$ cat src/rtl/cr_kme_fifo_writer_if.sv
// rtl/cr_kme_fifo_writer_if.sv - source word stream and FIFO write port bundle
interface cr_kme_fifo_writer_if;
  logic         in_valid;
  logic [63:0]  in_data;
  logic         in_sot;
  logic         in_eot;
  logic [2:0]   in_tag;
  logic         in_ack;
  logic [262:0] fifo_in;
  logic         fifo_in_valid;
  logic         fifo_in_stall;

  // Writer side: consumes the word stream, drives the FIFO write port
  modport slave (
    input  in_valid, in_data, in_sot, in_eot, in_tag, fifo_in_stall,
    output in_ack, fifo_in, fifo_in_valid
  );

  // Environment side: frame source plus the FIFO itself
  modport master (
    output in_valid, in_data, in_sot, in_eot, in_tag, fifo_in_stall,
    input  in_ack, fifo_in, fifo_in_valid
  );
endinterface

$ cat src/rtl/cr_kme_fifo_writer.sv
// rtl/cr_kme_fifo_writer.sv - packs 64-bit frame words into 263-bit KME FIFO entries
module cr_kme_fifo_writer #(
  parameter int CNT_W = 16
) (
  input  logic             clk,
  input  logic             rst_n,
  cr_kme_fifo_writer_if.slave bus,
  input  logic             err_clr,
  output logic             proto_err,
  output logic [CNT_W-1:0] entry_cnt
);

  logic [1:0]       widx_q, widx_d;
  logic             in_frame_q, in_frame_d;
  logic             asm_sot_q, asm_sot_d;
  logic [2:0]       asm_tag_q, asm_tag_d;
  logic [255:0]     asm_data_q, asm_data_d;
  logic             stage_valid_q, stage_valid_d;
  logic [262:0]     stage_q, stage_d;
  logic             proto_err_q, proto_err_d;
  logic [CNT_W-1:0] entry_cnt_q, entry_cnt_d;

  logic [1:0]   eff_widx;
  logic         take;
  logic         completing;
  logic         fifo_wr;
  logic         ack;
  logic         proto_set;
  logic         entry_sot;
  logic [2:0]   entry_tag;
  logic [255:0] merged;

  assign bus.in_ack        = ack;
  assign bus.fifo_in       = stage_q;
  assign bus.fifo_in_valid = fifo_wr;
  assign proto_err         = proto_err_q;
  assign entry_cnt         = entry_cnt_q;

  // Acceptance, assembly/stage next state, error flag and entry counter
  always_comb begin
    // A sot word always restarts assembly at index 0, even mid-frame
    eff_widx   = bus.in_sot ? 2'd0 : widx_q;
    // Words outside a frame without sot are dropped, so they never complete
    take       = bus.in_valid & (bus.in_sot | in_frame_q);
    completing = take & ((eff_widx == 2'd3) | bus.in_eot);
    fifo_wr    = stage_valid_q & ~bus.fifo_in_stall;
    ack        = bus.in_valid & (~completing | ~stage_valid_q | fifo_wr);
    proto_set  = bus.in_valid & ack & (bus.in_sot ? in_frame_q : ~in_frame_q);

    entry_sot  = bus.in_sot | asm_sot_q;
    entry_tag  = bus.in_sot ? bus.in_tag : asm_tag_q;
    merged     = bus.in_sot ? 256'd0 : asm_data_q;
    merged[{eff_widx, 6'd0} +: 64] = bus.in_data;

    widx_d        = widx_q;
    in_frame_d    = in_frame_q;
    asm_sot_d     = asm_sot_q;
    asm_tag_d     = asm_tag_q;
    asm_data_d    = asm_data_q;
    stage_d       = stage_q;
    stage_valid_d = stage_valid_q & ~fifo_wr;
    proto_err_d   = proto_err_q;
    entry_cnt_d   = entry_cnt_q;

    if (take && ack) begin
      asm_tag_d = entry_tag;
      if (completing) begin
        stage_valid_d = 1'b1;
        stage_d       = {entry_sot, bus.in_eot, eff_widx, entry_tag, merged};
        widx_d        = 2'd0;
        asm_data_d    = 256'd0;
        asm_sot_d     = 1'b0;
        in_frame_d    = ~bus.in_eot;
      end else begin
        widx_d        = eff_widx + 2'd1;
        asm_data_d    = merged;
        asm_sot_d     = entry_sot;
        in_frame_d    = 1'b1;
      end
    end

    if (err_clr) proto_err_d = 1'b0;
    if (proto_set) proto_err_d = 1'b1;

    if (fifo_wr && (entry_cnt_q != {CNT_W{1'b1}})) entry_cnt_d = entry_cnt_q + 1'b1;
  end

  // State registers with synchronous active-low clear
  always_ff @(posedge clk) begin
    if (!rst_n) begin
      widx_q        <= 2'd0;
      in_frame_q    <= 1'b0;
      asm_sot_q     <= 1'b0;
      asm_tag_q     <= 3'd0;
      asm_data_q    <= 256'd0;
      stage_valid_q <= 1'b0;
      stage_q       <= 263'd0;
      proto_err_q   <= 1'b0;
      entry_cnt_q   <= '0;
    end else begin
      widx_q        <= widx_d;
      in_frame_q    <= in_frame_d;
      asm_sot_q     <= asm_sot_d;
      asm_tag_q     <= asm_tag_d;
      asm_data_q    <= asm_data_d;
      stage_valid_q <= stage_valid_d;
      stage_q       <= stage_d;
      proto_err_q   <= proto_err_d;
      entry_cnt_q   <= entry_cnt_d;
    end
  end

endmodule

$ cat src/flat_wrapper.sv
// flat-port wrapper written by rule: the top's interface ports become plain ports
module cr_kme_fifo_writer_flat 
#(
  parameter int CNT_W = 16
)
  (clk, rst_n, err_clr, proto_err, entry_cnt, bus_in_valid, bus_in_data, bus_in_sot, bus_in_eot, bus_in_tag, bus_fifo_in_stall, bus_in_ack, bus_fifo_in, bus_fifo_in_valid);
  cr_kme_fifo_writer_if bus_i ();
  input  logic clk;
  input  logic rst_n;
  input  logic err_clr;
  output logic proto_err;
  output logic [CNT_W-1:0] entry_cnt;
  input wire logic [$bits(bus_i.in_valid)-1:0] bus_in_valid;
  input wire logic [$bits(bus_i.in_data)-1:0] bus_in_data;
  input wire logic [$bits(bus_i.in_sot)-1:0] bus_in_sot;
  input wire logic [$bits(bus_i.in_eot)-1:0] bus_in_eot;
  input wire logic [$bits(bus_i.in_tag)-1:0] bus_in_tag;
  input wire logic [$bits(bus_i.fifo_in_stall)-1:0] bus_fifo_in_stall;
  output wire logic [$bits(bus_i.in_ack)-1:0] bus_in_ack;
  output wire logic [$bits(bus_i.fifo_in)-1:0] bus_fifo_in;
  output wire logic [$bits(bus_i.fifo_in_valid)-1:0] bus_fifo_in_valid;
  assign bus_i.in_valid = bus_in_valid;
  assign bus_i.in_data = bus_in_data;
  assign bus_i.in_sot = bus_in_sot;
  assign bus_i.in_eot = bus_in_eot;
  assign bus_i.in_tag = bus_in_tag;
  assign bus_i.fifo_in_stall = bus_fifo_in_stall;
  assign bus_in_ack = bus_i.in_ack;
  assign bus_fifo_in = bus_i.fifo_in;
  assign bus_fifo_in_valid = bus_i.fifo_in_valid;
  cr_kme_fifo_writer #(.CNT_W(CNT_W)) u_core (.clk(clk), .rst_n(rst_n), .bus(bus_i), .err_clr(err_clr), .proto_err(proto_err), .entry_cnt(entry_cnt));
endmodule
$ cat config.mk
export PLATFORM = sky130hd
export DESIGN_NAME = cr_kme_fifo_writer_flat
export DESIGN_NICKNAME = d
export VERILOG_FILES = /design/src/rtl/cr_kme_fifo_writer_if.sv /design/src/rtl/cr_kme_fifo_writer.sv /design/src/flat_wrapper.sv
export SDC_FILE = /design/constraint.sdc
export NUM_CORES = 1
export LEC_CHECK = 0
export ABC_CLOCK_PERIOD_IN_PS = 7300
export BUFFER_PORTS_ARGS = -buffer_cell sky130_fd_sc_hd__buf_4
export CORE_UTILIZATION = 45
export CTS_CLUSTER_DIAMETER = 40
export DETAILED_ROUTE_END_ITERATION = 16
export GPL_TIMING_DRIVEN = 0
export PLACE_DENSITY = 0.68
export SYNTH_ARGS = -nofsm -noshare
export SYNTH_HDL_FRONTEND = slang
export SYNTH_SLANG_ARGS = --single-unit
$ cat constraint.sdc
create_clock -name clk -period 7.3 [get_ports clk]
set_clock_uncertainty 0.15 [all_clocks]
set_input_delay 1.825 -clock clk [delete_from_list [all_inputs] [get_ports clk]]
set_output_delay 1.825 -clock clk [all_outputs]
set_load 0.1 [all_outputs]
* Yosys cells after proc, flatten, opt, wreduce, memory -nomap -nowiden
Index checks and enable logic that the tools add are counted.
** Storage, ports and cells
- Latch bits :: 0
- Output and inout port bits :: 282
- Input bits :: 74
- Memories :: 0
- Bits in writable memories :: 0
- ROM bits :: 0
- Word-level logic and storage cells :: 51
- Register bits :: 544
** Cells by class
- Muxes and demuxes :: 13
- Reduce and logical (&&, ||, !) cells :: 4
- $add $sub $neg :: 3
- Multipliers :: 0
- Shifts and indexed selects :: 2
- Equality and inequality tests :: 2
- $lt $le $gt $ge :: 0
- Bitwise logic cells :: 18
- Divide/modulo/power cells :: 0
** Operators by type and width (number)
- 256-bit two-way mux :: 2
- 256-bit bitwise mux :: 1
- 64-bit by 10-bit variable shift with 256-bit output, first input constant :: 1
- 64-bit by 10-bit indexed part select with 256-bit output :: 1
- 16-bit by 1-bit adder with 16-bit output, second input constant :: 1
- 16-bit != test, second input constant :: 1
- 8-bit negator with 10-bit output :: 1
- 1-bit AND :: 7
- 1-bit two-way mux :: 7
- 1-bit inverter :: 6
- 1-bit bitwise OR :: 5
- 2-bit two-way mux :: 2
- 3-bit two-way mux :: 1
- 2-bit by 1-bit adder with 2-bit output, second input constant :: 1
- 2-bit equality test, second input constant :: 1
- 1-bit logical AND :: 2
- 2-bit AND reduction :: 1
- 2-bit nonzero test :: 1

* Logic depth before layout (Yosys ltp)
- Depth in word-level cells :: 11
- Depth in mapped cells :: 12
- Depth with buffers taken out :: 8

* Worst setup path before layout
Ideal clock, no wire load.
- Path type :: input to output
- Start :: input bus_in_sot
- End :: output bus_in_ack
- Setup slack :: 1.873 ns
- Data arrival time :: 3.452 ns
- Path buffers :: 1
- Required time :: 5.325 ns
- Cell stages on the path :: 8
- Cells stage by stage :: buf_2 inv_1 nand2_1 inv_1 ha_1 o211ai_2 o21ai_0 inv_1
** On the way
- Longest elaborated chain between the ends :: 8
- Elaborated cells between the ends (all ways) :: 10
- Classes of those cells :: eq/ne (1); mux (1); bitwise (8)
** Ends and longest elaborated chain
- from (decl) :: RTL line flat_wrapper.sv:15 : input wire logic [$bits(bus_i.in_sot)-1:0] bus_in_sot;
- 2-bit two-way mux :: RTL line cr_kme_fifo_writer.sv:42 : eff_widx = bus.in_sot ? 2'd0 : widx_q;
- named net u_core.eff_widx[1] :: RTL line cr_kme_fifo_writer.sv:23 : logic [1:0] eff_widx;
- 2-bit equality test :: RTL line cr_kme_fifo_writer.sv:45 : completing = take & ((eff_widx == 2'd3) | bus.in_eot);
- 1-bit bitwise OR :: RTL line cr_kme_fifo_writer.sv:45
- 1-bit AND :: RTL line cr_kme_fifo_writer.sv:45
- 1-bit inverter :: RTL line cr_kme_fifo_writer.sv:47 : ack = bus.in_valid & (~completing | ~stage_valid_q | fifo_wr);
- 1-bit bitwise OR (2 in a row) :: RTL line cr_kme_fifo_writer.sv:47
- 1-bit AND :: RTL line cr_kme_fifo_writer.sv:47
- to (decl) :: RTL line flat_wrapper.sv:19 : output wire logic [$bits(bus_i.in_ack)-1:0] bus_in_ack;
The timed path passes the listed nets, and every way through them passes these cells.

* Worst setup path after layout
Same ends and word-level chain as after synthesis.

==> flow_summary_export.csv <==
group,metric,value,unit
critical_path,crit_arrival,3870,ps
detailed_routing,firstDrtPassIters,6,
synth,yosysSeqAreaShare,53.5,%
cells_and_area,area_delta_synth_final,28.9,%
critical_path,critPathRequiredTime,5330,ps
grt,grt_pass1_vias,18600,
synth,syn-num-nets,2343,
sta,rsz0062_at_grt,"false",
power,cellLeakagePower,9.93,nW
cells_and_area,seqCellArea,10900,um2
synth,synth_area_per_cell,8.99,um2
power,p_total,8.00,mW
outcome,status,"completed",
flow_run,cap_viol_max_count,0,
critical_path,crit_fanout,10,
critical_path,endpoint_kind,"primary output",
grt,grt_max_degree,14,
detailed_routing,ant_nets,0,
grt,grt_pass1_wl,109,mm
place,place_congestion,0.885,
cells_and_area,nFillCells,3932,
grt,antenna_found_initial,1,
clocking,root_buffer,"clkbuf_16",
place,port-buffer-count,354,
synth,synthArstFlopShare,0,%
worst_hold_path,min_from,"u_core.asm_data_q[157]",
synth,synth_top_area_share,53.5,%
critical_path,worst-r2r-cell-count,10,
grt,grtUsageTotal,30.3,%
sta,tns,0,ps
critical_path,worst-setup-path-type,"input pin to primary output",
critical_path,r2r_start,"u_core.widx_q[0]",
die,die_w,215,um
synth,synth_top_area_cell,"dfxtp_1",
synth,ys_types,44,
detailed_routing,vias,19600,
critical_path,r2r-end,"u_core.asm_data_q[147]",
sta,slew_headroom,10.7,%
sta,final.period_utilization,80.1,%
cells_and_area,layout-drive-gt1-share,23.2,%
critical_path,critPathLaunchType,"input pin",
power,power_density,305,nW/um2
cells_and_area,multiInputGateArea,8380,um2
worst_hold_path,min_path_type,"flip-flop to flip-flop",
synth,ys_ff_latch,544,
die,fp-row-count,77,
clocking,cts_setup_buffers,0,
clocking,cts_buffers,70,
place,place_hpwl,52.1,mm
sta,setup_viol,0,
synth,ys_top_cells_by_area,"dfxtp_1 54%, a22oi_1 8.0%, o21ai_1 7.5%",
clocking,clk_path_buf_depth,3,
sta,finalHoldViolCount,0,
grt,grt_overflow,0,
detailed_routing,dr.first_iter.drc_count,2078,
detailed_routing,wl,71.8,mm
detailed_routing,drc,0,
synth,synth_warnings,0,
clocking,clkTransAtPathRegs,50,ps
cells_and_area,nets,2770,
power,irDropWorstVdd,190,uV
clocking,worstSkewPairLatency,590,ps
synth,synth_ff_type,"dfxtp_1",
clocking,cts_resized,0,
critical_path,r2r_setup_slack,3870,ps
die,die_y,215,um
sta,fin_crit,5840,ps
synth,synth_area,20400,um2
clocking,hold_buffers,0,
sta,max_freq,171,MHz
die,start_util,45.8,%
clocking,tritoncts,"yes",
sta,worst_slew_pin_slew,1330,ps
detailed_routing,wl_per_cell,21.5,um
die,core_area,44400,um2
synth,netlist_instances,2263,
synth,synth_edf_count,0,
die,io_pins,356,
die,dieArea,46100,um2
detailed_routing,vias_per_cell,5.87,
worst_hold_path,hold_end,"u_core.asm_data_q[157]",
clocking,clock_sinks,544,
clocking,htreeDepth,3,
sta,drv_slew,0,
worst_hold_path,hold_depth,2,
## kinds of logic (layout without fill, tap and decap cells)
family,count (synthesis),after routing,share of synthesized area [%]
adders and majority gates,6,6,0.369
AOI/OAI and AO/OA,996,996,30.5
buffers and inverters,226,702,5.30
muxes,14,14,0.689
DFF,544,544,53.5
other,0,3,0
and+or+nand+nor,477,477,9.61
## cell type report
| type | count | share of cell area [%] |
|---|---|---|
| clock inverters | 35 | 2.02 |
| well taps | 592 | 2.82 |
| repair buffers | 355 | 10.2 |
| multi-input cells | 1493 | 32.0 |
| inverters | 9 | 0.129 |
| clock buffers | 86 | 7.34 |
| plain buffers | 217 | 3.98 |
| diodes | 3 | 0.0286 |
| flip-flops and latches | 544 | 41.5 |
## report_power, final
| part | total, mW | switching, mW | internal (mW) |
|---|---|---|---|
| registers | 3.14 | 0.0681 | 3.07 |
| logic | 1.21 | 0.959 | 0.248 |
| clock network | 3.66 | 1.35 | 2.31 |
## state kept, by name (all words and copies together), names as in the netlist
register              count
u_core.widx_q             2
u_core.bus.fifo_in      263
u_core.stage_valid_q      1
u_core.in_frame_q         1
u_core.entry_cnt         16
u_core.proto_err          1
u_core.asm_sot_q          1
u_core.asm_tag_q          3
u_core.asm_data_q       256
## cell usage in the layout (no fill, tap or decap), types with 5 or more instances in the layout
cell / n
clkinv_2: 9
inv_6: 9
and3_1: 6
nand2_1: 343
clkbuf_1: 97
bufinv_16: 12
buf_6: 8
inv_1: 8
mux2i_1: 14
ha_1: 6
clkbuf_8: 5
a22oi_1: 218
a21oi_1: 269
buf_1: 11
nor3_1: 8
nand4_1: 7
nor2_1: 78
buf_4: 370
clkbuf_16: 73
a22oi_2: 40
o21ai_1: 305
nand2b_1: 10
o21ai_0: 82
buf_2: 94
dfxtp_1: 544
a32o_1: 64
## Yosys cell counts (3+ instances only)
cell / n
a32o_1: 64
a21oi_1: 269
ha_1: 6
clkbuf_1: 89
and4_1: 4
buf_4: 16
a211oi_2: 3
mux2i_1: 14
nand4_1: 7
buf_2: 94
dfxtp_1: 544
nand2_1: 343
nor3_1: 8
a22oi_2: 40
and2_1: 4
buf_1: 11
inv_1: 8
nand2b_1: 10
o21ai_1: 305
nor2b_1: 3
a22oi_1: 218
o21ai_0: 82
a31oi_1: 4
buf_6: 7
nor2_1: 78
and3_1: 6
nand3_1: 3
## routing by layer
metal / global-route usage (%) / part of all wire [%] / vias to the layer above
met5: 0 / 0 / -
met4: 11.7 / 3.2 / 0
met3: 5.67 / 7.6 / 137
met2: 48.5 / 46 / 877
met1: 40.3 / 43 / 9476
li1: - / - / 9072
## worst max-delay path by stage
| stage | startpoint | to | slack [ps] |
|---|---|---|---|
| after floorplan | bus_in_sot | bus_in_ack | 1870 |
| after global placement | bus_in_sot | bus_in_ack | 1530 |
| after detailed placement | bus_in_sot | bus_in_ack | 1510 |
| after CTS | bus_in_sot | bus_in_ack | 1500 |
| after global routing | bus_in_sot | bus_in_ack | 1340 |
| final | bus_in_sot | bus_in_ack | 1460 |
## worst max-delay path, cell delays in order
cell and delay [ps]:
buf_4 120, buf_2 190, inv_1 110, nand2_1 110, inv_1 110, ha_1 320
o211ai_2 180, o21ai_0 550, inv_1 90, buf_4 250
## stage by stage
step                hold WS, ps  cell area (um2)  cells  util, %  setup WS (ps)
floorplan                   279            20400   2263        -           1870
global placement            285            23800   3209     53.5           1530
detailed placement          291            23800   3210     53.5           1510
CTS                         299            26200   3331     59.0           1500
global route                310            26200   3332     59.0           1340
finish                      296            26200   3334     59.0           1460
No activity file was read; power rests on OpenSTA's default activity.
